===== config.mk =====
export PLATFORM = sky130hd
export DESIGN_NAME = lsu_mem_port_flat
export DESIGN_NICKNAME = d
export VERILOG_FILES = /design/src/rtl/lsu_mem_port_pkg.sv /design/src/rtl/lsu_mem_port_if.sv /design/src/rtl/lsu_mem_port_load_align.sv /design/src/rtl/lsu_mem_port.sv /design/src/flat_wrapper.sv
export SDC_FILE = /design/constraint.sdc
export NUM_CORES = 1
export LEC_CHECK = 0
export ABC_CLOCK_PERIOD_IN_PS = 2240
export BUFFER_PORTS_ARGS = -buffer_cell sky130_fd_sc_hd__buf_2
export CORE_MARGIN = 4
export CORE_UTILIZATION = 50
export DETAILED_ROUTE_END_ITERATION = 16
export GPL_TIMING_DRIVEN = 0
export PLACE_DENSITY = 0.78
export SLEW_MARGIN = 20
export SYNTH_ARGS = -nofsm -noshare
export SYNTH_HDL_FRONTEND = slang
export SYNTH_SLANG_ARGS = --single-unit

===== constraint.sdc =====
create_clock -name clk -period 2.24 [get_ports clk]
set_input_delay 0.112 -clock clk [delete_from_list [all_inputs] [get_ports clk]]
set_output_delay 0.112 -clock clk [all_outputs]
set_load 0.02 [all_outputs]

===== src/rtl/lsu_mem_port_pkg.sv =====
// Shared types for the LSU memory port: issue/writeback packets, FSM states, access size decode.
// Also holds the funct3 constants and the misalignment test used when LSU_MISALIGN_TRAP_EN is set.
package lsu_mem_port_pkg;

    localparam int unsigned XLEN   = 32;
    localparam int unsigned ADDR_W = 32;
    localparam int unsigned TAG_W  = 6;

    localparam logic [2:0] F3_B  = 3'b000;
    localparam logic [2:0] F3_H  = 3'b001;
    localparam logic [2:0] F3_W  = 3'b010;
    localparam logic [2:0] F3_BU = 3'b100;
    localparam logic [2:0] F3_HU = 3'b101;

    typedef enum logic [2:0] {StIdle, StReq, StWait, StResp, StDrain} lsu_state_e;
    typedef enum logic [1:0] {SzByte, SzHalf, SzWord} mem_size_e;

    typedef struct packed {
        logic [XLEN-1:0]  pc;
        logic             is_store;
        logic [2:0]       funct3;
        logic [XLEN-1:0]  addr;
        logic [XLEN-1:0]  src2;
        logic [TAG_W-1:0] dest_tag;
    } instruction_t;

    typedef struct packed {
        logic [TAG_W-1:0] dest_tag;
        logic [XLEN-1:0]  result;
        logic [XLEN-1:0]  pc;
        logic             exception;
    } writeback_packet_t;

    // Unknown encodings fall through to a word access.
    function automatic mem_size_e decode_size(input logic [2:0] funct3);
        case (funct3)
            F3_B, F3_BU: return SzByte;
            F3_H, F3_HU: return SzHalf;
            default:     return SzWord;
        endcase
    endfunction

    function automatic logic is_misaligned(input mem_size_e size, input logic [1:0] off);
        case (size)
            SzHalf:  return off[0];
            SzWord:  return |off;
            default: return 1'b0;
        endcase
    endfunction

endpackage


===== src/rtl/lsu_mem_port_if.sv =====
// req/gnt/rvalid data-memory bus between the LSU memory port (master) and the cache/SRAM (slave).
interface lsu_mem_port_if;
    import lsu_mem_port_pkg::*;

    logic              mem_req;
    logic              mem_we;
    logic [ADDR_W-1:0] mem_addr;
    logic [3:0]        mem_be;
    logic [XLEN-1:0]   mem_wdata;
    logic              mem_gnt;
    logic              mem_rvalid;
    logic [XLEN-1:0]   mem_rdata;

    modport master (
        output mem_req, mem_we, mem_addr, mem_be, mem_wdata,
        input  mem_gnt, mem_rvalid, mem_rdata
    );

    modport slave (
        input  mem_req, mem_we, mem_addr, mem_be, mem_wdata,
        output mem_gnt, mem_rvalid, mem_rdata
    );

endinterface


===== src/rtl/lsu_mem_port_load_align.sv =====
// Combinational load lane select and sign/zero extension; also reused by store-to-load forwarding.
module lsu_mem_port_load_align
    import lsu_mem_port_pkg::*;
(
    input  logic [XLEN-1:0] rdata_i,
    input  logic [1:0]      off_i,
    input  logic [2:0]      funct3_i,
    output logic [XLEN-1:0] result_o
);

    logic [7:0]  byte_v;
    logic [15:0] half_v;
    logic        sext;

    always_comb begin
        byte_v = rdata_i[{off_i, 3'b000} +: 8];
        half_v = off_i[1] ? rdata_i[31:16] : rdata_i[15:0];
        sext   = ~funct3_i[2];
        case (decode_size(funct3_i))
            SzByte:  result_o = {{(XLEN-8){byte_v[7] & sext}}, byte_v};
            SzHalf:  result_o = {{(XLEN-16){half_v[15] & sext}}, half_v};
            default: result_o = rdata_i;
        endcase
    end

endmodule


===== src/rtl/lsu_mem_port.sv =====
// LSU memory port: one load/store in flight over req/gnt/rvalid, result returned to the CDB.
// Define LSU_MISALIGN_TRAP_EN to trap misaligned half/word accesses instead of clearing low bits.
module lsu_mem_port
    import lsu_mem_port_pkg::*;
(
    input  logic                  clk,
    input  logic                  rst_n,
    input  logic                  flush,
    input  logic                  issue_valid,
    input  instruction_t          issue_pkt,
    output logic                  issue_rdy,
    output logic                  cache_stall,
    lsu_mem_port_if.master        mem,
    output logic                  wb_valid,
    output writeback_packet_t     wb_pkt,
    input  logic                  wb_rdy
);

    lsu_state_e        state_q, state_d;
    logic              mem_req_q, mem_req_d, mem_we_q, mem_we_d;
    logic [ADDR_W-1:0] mem_addr_q, mem_addr_d;
    logic [3:0]        mem_be_q, mem_be_d;
    logic [XLEN-1:0]   mem_wdata_q, mem_wdata_d;
    logic              wb_valid_q, wb_valid_d;
    writeback_packet_t wb_pkt_q, wb_pkt_d;
    logic              issue_rdy_q, issue_rdy_d, cache_stall_q, cache_stall_d;
    logic [2:0]        funct3_q, funct3_d;
    logic [1:0]        off_q, off_d;
    logic              is_store_q, is_store_d;
    logic [TAG_W-1:0]  tag_q, tag_d;
    logic [XLEN-1:0]   pc_q, pc_d;

    mem_size_e       in_size;
    logic [1:0]      in_off, eff_off;
    logic [3:0]      in_be;
    logic [XLEN-1:0] in_wdata, load_result;
    logic            trap;

    always_comb begin
        in_size = decode_size(issue_pkt.funct3);
        in_off  = issue_pkt.addr[1:0];
        case (in_size)
            SzByte: begin
                eff_off  = in_off;
                in_be    = 4'b0001 << in_off;
                in_wdata = {4{issue_pkt.src2[7:0]}};
            end
            SzHalf: begin
                eff_off  = {in_off[1], 1'b0};
                in_be    = 4'b0011 << eff_off;
                in_wdata = {2{issue_pkt.src2[15:0]}};
            end
            default: begin
                eff_off  = 2'b00;
                in_be    = 4'b1111;
                in_wdata = issue_pkt.src2;
            end
        endcase
    end

`ifdef LSU_MISALIGN_TRAP_EN
    assign trap = is_misaligned(in_size, in_off);
`else
    assign trap = 1'b0;
`endif

    lsu_mem_port_load_align u_load_align (
        .rdata_i  (mem.mem_rdata),
        .off_i    (off_q),
        .funct3_i (funct3_q),
        .result_o (load_result)
    );

    always_comb begin
        state_d     = state_q;
        mem_req_d   = mem_req_q;
        mem_we_d    = mem_we_q;
        mem_addr_d  = mem_addr_q;
        mem_be_d    = mem_be_q;
        mem_wdata_d = mem_wdata_q;
        wb_valid_d  = wb_valid_q;
        wb_pkt_d    = wb_pkt_q;
        funct3_d    = funct3_q;
        off_d       = off_q;
        is_store_d  = is_store_q;
        tag_d       = tag_q;
        pc_d        = pc_q;

        case (state_q)
            StIdle: begin
                if (issue_valid && !flush) begin
                    funct3_d    = issue_pkt.funct3;
                    off_d       = eff_off;
                    is_store_d  = issue_pkt.is_store;
                    tag_d       = issue_pkt.dest_tag;
                    pc_d        = issue_pkt.pc;
                    mem_we_d    = issue_pkt.is_store;
                    mem_addr_d  = {issue_pkt.addr[ADDR_W-1:2], eff_off};
                    mem_be_d    = issue_pkt.is_store ? in_be : 4'b1111;
                    mem_wdata_d = issue_pkt.is_store ? in_wdata : '0;
                    if (trap) begin
                        state_d            = StResp;
                        wb_valid_d         = 1'b1;
                        wb_pkt_d.dest_tag  = issue_pkt.dest_tag;
                        wb_pkt_d.result    = issue_pkt.addr;
                        wb_pkt_d.pc        = issue_pkt.pc;
                        wb_pkt_d.exception = 1'b1;
                    end else begin
                        state_d   = StReq;
                        mem_req_d = 1'b1;
                    end
                end
            end
            StReq: begin
                // A grant coinciding with flush still owes us an rvalid, so drain it.
                if (mem.mem_gnt) begin
                    mem_req_d = 1'b0;
                    state_d   = flush ? StDrain : StWait;
                end else if (flush) begin
                    mem_req_d = 1'b0;
                    state_d   = StIdle;
                end
            end
            StWait: begin
                if (mem.mem_rvalid) begin
                    if (flush) begin
                        state_d = StIdle;
                    end else begin
                        state_d            = StResp;
                        wb_valid_d         = 1'b1;
                        wb_pkt_d.dest_tag  = tag_q;
                        wb_pkt_d.result    = is_store_q ? '0 : load_result;
                        wb_pkt_d.pc        = pc_q;
                        wb_pkt_d.exception = 1'b0;
                    end
                end else if (flush) begin
                    state_d = StDrain;
                end
            end
            StDrain: begin
                if (mem.mem_rvalid) state_d = StIdle;
            end
            StResp: begin
                if (flush || wb_rdy) begin
                    state_d    = StIdle;
                    wb_valid_d = 1'b0;
                end
            end
            default: state_d = StIdle;
        endcase

        issue_rdy_d   = (state_d == StIdle);
        cache_stall_d = (state_d != StIdle);
    end

    always_ff @(posedge clk or negedge rst_n) begin
        if (!rst_n) begin
            state_q       <= StIdle;
            mem_req_q     <= 1'b0;
            mem_we_q      <= 1'b0;
            mem_addr_q    <= '0;
            mem_be_q      <= '0;
            mem_wdata_q   <= '0;
            wb_valid_q    <= 1'b0;
            wb_pkt_q      <= '0;
            issue_rdy_q   <= 1'b1;
            cache_stall_q <= 1'b0;
            funct3_q      <= '0;
            off_q         <= '0;
            is_store_q    <= 1'b0;
            tag_q         <= '0;
            pc_q          <= '0;
        end else begin
            state_q       <= state_d;
            mem_req_q     <= mem_req_d;
            mem_we_q      <= mem_we_d;
            mem_addr_q    <= mem_addr_d;
            mem_be_q      <= mem_be_d;
            mem_wdata_q   <= mem_wdata_d;
            wb_valid_q    <= wb_valid_d;
            wb_pkt_q      <= wb_pkt_d;
            issue_rdy_q   <= issue_rdy_d;
            cache_stall_q <= cache_stall_d;
            funct3_q      <= funct3_d;
            off_q         <= off_d;
            is_store_q    <= is_store_d;
            tag_q         <= tag_d;
            pc_q          <= pc_d;
        end
    end

    assign issue_rdy     = issue_rdy_q;
    assign cache_stall   = cache_stall_q;
    assign mem.mem_req   = mem_req_q;
    assign mem.mem_we    = mem_we_q;
    assign mem.mem_addr  = mem_addr_q;
    assign mem.mem_be    = mem_be_q;
    assign mem.mem_wdata = mem_wdata_q;
    assign wb_valid      = wb_valid_q;
    assign wb_pkt        = wb_pkt_q;

endmodule


===== src/flat_wrapper.sv =====
// flat-port wrapper written by rule: the top's interface ports become plain ports
module lsu_mem_port_flat import lsu_mem_port_pkg::*;
  (clk, rst_n, flush, issue_valid, issue_pkt, issue_rdy, cache_stall, wb_valid, wb_pkt, wb_rdy, mem_mem_req, mem_mem_we, mem_mem_addr, mem_mem_be, mem_mem_wdata, mem_mem_gnt, mem_mem_rvalid, mem_mem_rdata);
  lsu_mem_port_if mem_i ();
  input  logic clk;
  input  logic rst_n;
  input  logic flush;
  input  logic issue_valid;
  input  instruction_t issue_pkt;
  output logic issue_rdy;
  output logic cache_stall;
  output logic wb_valid;
  output writeback_packet_t wb_pkt;
  input  logic wb_rdy;
  output wire logic [$bits(mem_i.mem_req)-1:0] mem_mem_req;
  output wire logic [$bits(mem_i.mem_we)-1:0] mem_mem_we;
  output wire logic [$bits(mem_i.mem_addr)-1:0] mem_mem_addr;
  output wire logic [$bits(mem_i.mem_be)-1:0] mem_mem_be;
  output wire logic [$bits(mem_i.mem_wdata)-1:0] mem_mem_wdata;
  input wire logic [$bits(mem_i.mem_gnt)-1:0] mem_mem_gnt;
  input wire logic [$bits(mem_i.mem_rvalid)-1:0] mem_mem_rvalid;
  input wire logic [$bits(mem_i.mem_rdata)-1:0] mem_mem_rdata;
  assign mem_mem_req = mem_i.mem_req;
  assign mem_mem_we = mem_i.mem_we;
  assign mem_mem_addr = mem_i.mem_addr;
  assign mem_mem_be = mem_i.mem_be;
  assign mem_mem_wdata = mem_i.mem_wdata;
  assign mem_i.mem_gnt = mem_mem_gnt;
  assign mem_i.mem_rvalid = mem_mem_rvalid;
  assign mem_i.mem_rdata = mem_mem_rdata;
  lsu_mem_port u_core (.clk(clk), .rst_n(rst_n), .flush(flush), .issue_valid(issue_valid), .issue_pkt(issue_pkt), .issue_rdy(issue_rdy), .cache_stall(cache_stall), .mem(mem_i), .wb_valid(wb_valid), .wb_pkt(wb_pkt), .wb_rdy(wb_rdy));
endmodule

==> impl_metrics.json, run 1 <==
{
  "synth_xor_area_share_pct": 0,
  "yosys_warnings": 0,
  "cpPeakStageDelay_ns": 0.44,
  "synth_ff_type": "dfrtp_1",
  "ys_seq_area_share_pct": 58.4,
  "synthAdderAreaFrac_pct": 0,
  "first_iter_violations": 524,
  "power_density_nw_per_um2": 1150,
  "routed_via_density": 5.21,
  "yosysTopAreaCellShare_pct": 58.1,
  "status": "finished clean",
  "layout_setup_ws_ns": 0.332,
  "synth_cell_type_count": 46,
  "leakage_nw": 6.27,
  "wirelength_um": 25500,
  "die-area_um2": 18100,
  "whs_ns": 0.0179,
  "grt.total_usage_pct": 28.4,
  "cp-end-kind": "flip-flop",
  "crit_fanout": 10,
  "fmaxAchievable_mhz": 524,
  "pre_cts_ws_ns": 0.272,
  "die_w_um": 135,
  "synth_compound_area_share_pct": 10.0,
  "synth_top_cell_by_area": "dfrtp_1",
  "grt_pass1_vias": 8159,
  "synth_top_family_by_area": "simple AND/OR/NAND/NOR gates",
  "hold_violations": 0,
  "core_area_um2": 15800,
  "num_vias": 7964,
  "async_flop_share_pct": 100,
  "nNetsFinal": 1441,
  "synth_edf_count": 0,
  "row_count": 46,
  "clkTransAtPathRegs_ns": 0.07,
  "vdd_drop_max_v": 0.000860,
  "hp-class": "in -> reg",
  "netlist_area_um2": 8020,
  "clk_latency_ns": 0.42,
  "final_util_pct": 72.3,
  "rsz0062_at_grt": "false",
  "syn_inst": 888,
  "path_cells": "nand3b_4 -> nor3_1 -> buf_2 -> buf_2 -> nand2_1 -> nand2_1",
  "syn_to_final_growth_pct": 42.2,
  "drv_cap": 0,
  "root_buffer": "clkbuf_16",
  "syn_nets": 1033,
  "grt_max_degree": 95,
  "synthTopCellsByArea": "dfrtp_1 (58%), nand2_1 (19%), o21ai_0 (3.2%)",
  "drt_pass1_iterations": 5,
  "hpwl_um": 16700,
  "grt_overflow_total": 0,
  "finalPower_mw": 13.1,
  "ant_nets": 0,
  "worst_pin_slew_ns": 0.748,
  "final_common_cell": "nand2_1",
  "syn_avg_cell_area_um2": 9.03,
  "numCtsBuffers": 17,
  "tritoncts": "built",
  "rrSetupSlack_ns": 0.33,
  "path_class": "reg -> reg",
  "nFillCells": 1207,
  "gp_congestion": 0.906,
  "crit_slowest_cell": "dfrtp_1",
  "port_buffers": 285,
  "fin_crit_sh_pct": 85.2,
  "synthMuxAreaShare_pct": 3.51,
  "grt_pass1_wl_um": 40700,
  "clockBufferDepth": 2,
  "arrival_ns": 2.26,
  "finalCriticalPeriod_ns": 1.91,
  "cts_htree_levels": 4,
  "die_h_um": 135,
  "wl_per_cell_um": 16.7,
  "start_util_pct": 50.8,
  "cp-start-kind": "flip-flop",
  "drive_gt1_share_pct": 28.6,
  "io_pins": 289,
  "drv_slew": 0,
  "clkSinkCount": 187,
  "cp.required_ns": 2.59,
  "mostFrequentLayoutCells": "nand2_1 (416), buf_2 (301), dfrtp_1 (186), dlygate4sd3_1 (103), o21ai_0 (52)",
  "synthSimpleGateAreaFrac_pct": 24.3,
  "ys_ff_latch": 187,
  "setup_violations": 0,
  "clock_skew_ns": 0.00687,
  "drc": 0,
  "relSlewSlack_pct": 50.2,
  "antenna_found_initial": 4
}
Yosys cell counts, drive strengths merged, types with 2 or more instances:
| library cell | n |
|---|---|
| a21boi | 8 |
| nand3b | 2 |
| o2111ai | 2 |
| mux2 | 15 |
| buf | 32 |
| inv | 6 |
| mux2i | 9 |
| a21oi | 21 |
| clkbuf | 23 |
| o21ai | 55 |
| o31ai | 3 |
| nand3 | 18 |
| a22oi | 16 |
| o21a | 9 |
| nor3 | 11 |
| dfrtp | 186 |
| nor2 | 27 |
| nand2b | 5 |
| a22o | 8 |
| nand2 | 416 |
| or3 | 3 |
| a31oi | 2 |
through the flow:
stage,setup TNS [ns],std cells,area (um2)
4_1_cts,0,1525,11400
5_1_grt,0,1528,11400
6_report,0,1528,11400
2_1_floorplan,0,888,8020
3_3_place_gp,-367.22,1389,9710
3_5_place_dp,0,1390,9750
cells by family after synthesis:
kind of cell / after synthesis
buffers and inverters: 61
other: 1
muxes: 25
DFF: 187
and+or+nand+nor: 487
AOI/OAI and AO/OA: 127
layout make-up:
class	instances	area [um2]	share of cell area, %
Antenna cell	3	7.51	0.0659
Buffer	55	280	2.46
Clock buffer	19	453	3.97
Clock inverter	13	158	1.38
Inverter	6	22.5	0.198
Multi-Input combinational cell	640	3030	26.6
Sequential cell	187	4680	41.1
Tap cell	216	270	2.37
Timing Repair Buffer	389	2490	21.9
flip-flops by register name, indices dropped and copies added (netlist names), 3 cells and up:
name	cells
u_core.pc_q	32
u_core.funct3_q	3
u_core.mem.mem_addr	31
u_core.tag_q	6
u_core.mem.mem_be	4
u_core.mem.mem_wdata	32
u_core.wb_pkt	70
u_core.state_q	3
power by group:
| group | internal, mW | switching, mW | total [mW] |
|---|---|---|---|
| Clock | 1.74 | 1.37 | 3.11 |
| Combinational | 1.66 | 3.05 | 4.71 |
| Sequential | 4.62 | 0.706 | 5.33 |
| Total | 8.02 | 5.13 | 13.1 |
worst max-delay path, delay by kind of cell (launching register included):
kind	cells	cell delay [ns]
buf+inv	2	0.59
flops	1	0.44
simple gates	4	0.81
repair_timing:
item	CTS	global route
buffers inserted	0	0
setup endpoints to repair	0	0
endpoints found under the hold margin	195	0
hold buffers	103	0
gates resized for setup	0	0
per-layer routing:
layer | global-route usage [%] | vias to the layer above | share of wire [%]
met5 | 0 | - | 0.051
met4 | 12.0 | 2 | 3.7
met3 | 6.67 | 80 | 7.3
met2 | 47.4 | 403 | 49
met1 | 35.5 | 3786 | 40
li1 | - | 3693 | -
worst paths after layout:
kind,start,end,depth (start not counted)
max in group asynchronous,rst_n,u_core.tag_q[4],3
worst max register to register,u_core.state_q[0],u_core.wb_pkt[31],6
min in group asynchronous,rst_n,u_core.mem.mem_wdata[22],2
worst max-delay path,u_core.state_q[0],u_core.wb_pkt[31],6
worst min-delay path,mem_mem_rdata[13],u_core.wb_pkt[46],3
worst min register to register,u_core.tag_q[2],u_core.wb_pkt[67],2
Power figures use the tool's default switching activity.
==> run 2, diff against run 1 <==
ABC_CLOCK_PERIOD_IN_PS = 2200   (was 2240)
CORE_UTILIZATION = 54   (was 50)
PLACE_DENSITY = 0.84   (was 0.78)
clock period = 2.2 ns   (was 2.24 ns; I/O delays follow)
==> run 2 against run 1 <==
  * First-iteration DRC count up 32%
  * Core utilization rose by 5.9 points
  * Maximum frequency fell by 1.6%
  * Critical path type unchanged
  * Global-route usage rose by 3.8 points
  * Design area shrank 0.30%
  * Final cell count is 2.2% lower
==> impl_metrics.json, run 2 (synthesized netlist as in run 1, its figures left out) <==
{
  "status": "finished clean",
  "hpwl_um": 16800,
  "fmaxAchievable_mhz": 516,
  "rsz0062_at_grt": "false",
  "hold_start": "mem_mem_rdata[0]",
  "r2r-end": "u_core.wb_pkt[46]",
  "rrSetupSlack_ns": 0.26,
  "hp-class": "in -> reg",
  "clock_skew_ns": 0.0101,
  "num_vias": 8151,
  "die_h_um": 130,
  "hold_depth": 3,
  "crit_fanout": 8,
  "nFillCells": 929,
  "clockBufferDepth": 2,
  "power_density_nw_per_um2": 1200,
  "start_util_pct": 55.1,
  "row_count": 44,
  "grt_overflow_total": 0,
  "syn_to_final_growth_pct": 41.8,
  "r2r_start": "u_core.mem.mem_addr[1]",
  "grt.total_usage_pct": 32.1,
  "die-area_um2": 16900,
  "path_cells": "mux4_2 -> a21oi_4 -> a21boi_0 -> o21ai_0",
  "whs_ns": 0.0156,
  "gp_congestion": 0.897,
  "vdd_drop_max_v": 0.000781,
  "tritoncts": "built",
  "cp.required_ns": 2.50,
  "root_buffer": "clkbuf_16",
  "nNetsFinal": 1442,
  "port_buffers": 285,
  "wirelength_um": 27000,
  "cpPeakStageDelay_ns": 0.57,
  "worst-path-stages": 4,
  "first_iter_violations": 694,
  "path_buf_inv": 0,
  "cp-end-kind": "flip-flop",
  "clk_latency_ns": 0.43,
  "critPathTopFamily": "compound AO/OA/AOI/OAI gates",
  "final_common_cell": "nand2_1",
  "drive_gt1_share_pct": 28.5,
  "post_cts_buffers": 0,
  "clkTransAtPathRegs_ns": 0.07,
  "die_w_um": 130,
  "wl_per_cell_um": 18.0,
  "grt_max_degree": 101,
  "antenna_found_initial": 0,
  "worst_pin_slew_ns": 0.677,
  "arrival_ns": 2.23,
  "num_antenna_cells": 0,
  "grt_pass1_wl_um": 42100,
  "core_area_um2": 14500,
  "leakage_nw": 6.28,
  "rr_worst_depth": 4,
  "ant_nets": 0,
  "final_util_pct": 78.2,
  "io_pins": 289,
  "drv_cap": 0,
  "fin_crit_sh_pct": 88.1,
  "hold_violations": 0,
  "mostFrequentLayoutCells": "nand2_1 (416), buf_2 (301), dfrtp_1 (186), dlygate4sd3_1 (104), o21ai_0 (52)",
  "routed_via_density": 5.46,
  "post_layout_nonfiller_instances": 1494,
  "drc": 0,
  "setup_violations": 0,
  "finalCriticalPeriod_ns": 1.94,
  "cts_htree_levels": 4,
  "relSlewSlack_pct": 54.8,
  "dpl.cell_count": 1358,
  "drv_slew": 0,
  "clkSinkCount": 187,
  "largest_reg_flops": 70,
  "path_class": "reg -> reg",
  "hold_end": "u_core.wb_pkt[33]",
  "grt_pass1_vias": 8446,
  "crit_slowest_cell": "mux4_2",
  "drt_pass1_iterations": 6,
  "cp-start-kind": "flip-flop",
  "numCtsBuffers": 17
}
## run 2: area by class of cell
cell class / count / area, um2 / share of cell area, %
plain buffers: 55 / 280 / 2.47
clock buffers: 18 / 429 / 3.78
clock inverters: 14 / 185 / 1.63
inverters: 6 / 22.5 / 0.198
multi-input cells: 640 / 3030 / 26.7
flip-flops and latches: 187 / 4680 / 41.2
well taps: 184 / 230 / 2.03
repair buffers: 390 / 2500 / 22.0
## run 2: per-layer routing
layer	vias to the layer above	GRT usage [%]	routed length, um
li1	3695	-	-
met1	3866	38.9	10000
met2	480	53.8	13300
met3	110	7.90	2230
met4	0	15.9	1390
met5	-	0	0
## run 2: timing repair
item                      CTS  global route
gates resized for setup     0             0
hold endpoints to repair  189             0
hold buffers              104             0
## run 2: worst max-delay path by stage
stage                                     to                   start  slack [ns]
floorplan                  u_core.wb_pkt[48]  u_core.mem.mem_addr[1]        0.48
global placement    u_core.mem.mem_wdata[22]                   rst_n       -1.96
detailed placement        u_core.funct3_q[1]       u_core.state_q[1]        0.34
CTS                       u_core.funct3_q[1]       u_core.state_q[1]        0.32
global route              u_core.funct3_q[1]       u_core.state_q[2]        0.15
finish                     u_core.wb_pkt[46]  u_core.mem.mem_addr[1]        0.26
## run 2: power by group
part,switching [mW],internal (mW)
combinational,3.20,1.69
sequential,0.756,4.71
clock,1.42,1.82
total,5.38,8.22
## run 2: per-stage QoR
| step | power [mW] | setup WS (ns) | cell area, um2 | setup TNS [ns] |
|---|---|---|---|---|
| after floorplan | 8.19 | 0.484 | 8020 | 0 |
| after global placement | 9.86 | -1.96 | 9670 | -363.54 |
| after detailed placement | 10.0 | 0.339 | 9710 | 0 |
| after CTS | 13.4 | 0.322 | 11400 | 0 |
| after global routing | 14.3 | 0.153 | 11400 | 0 |
| final | 13.6 | 0.262 | 11400 | 0 |
## run 2: tightest hold or removal path, cell delays in order
cell and delay [ns]:
buf_2 0.08, o21ai_0 0.07, o21ai_1 0.14
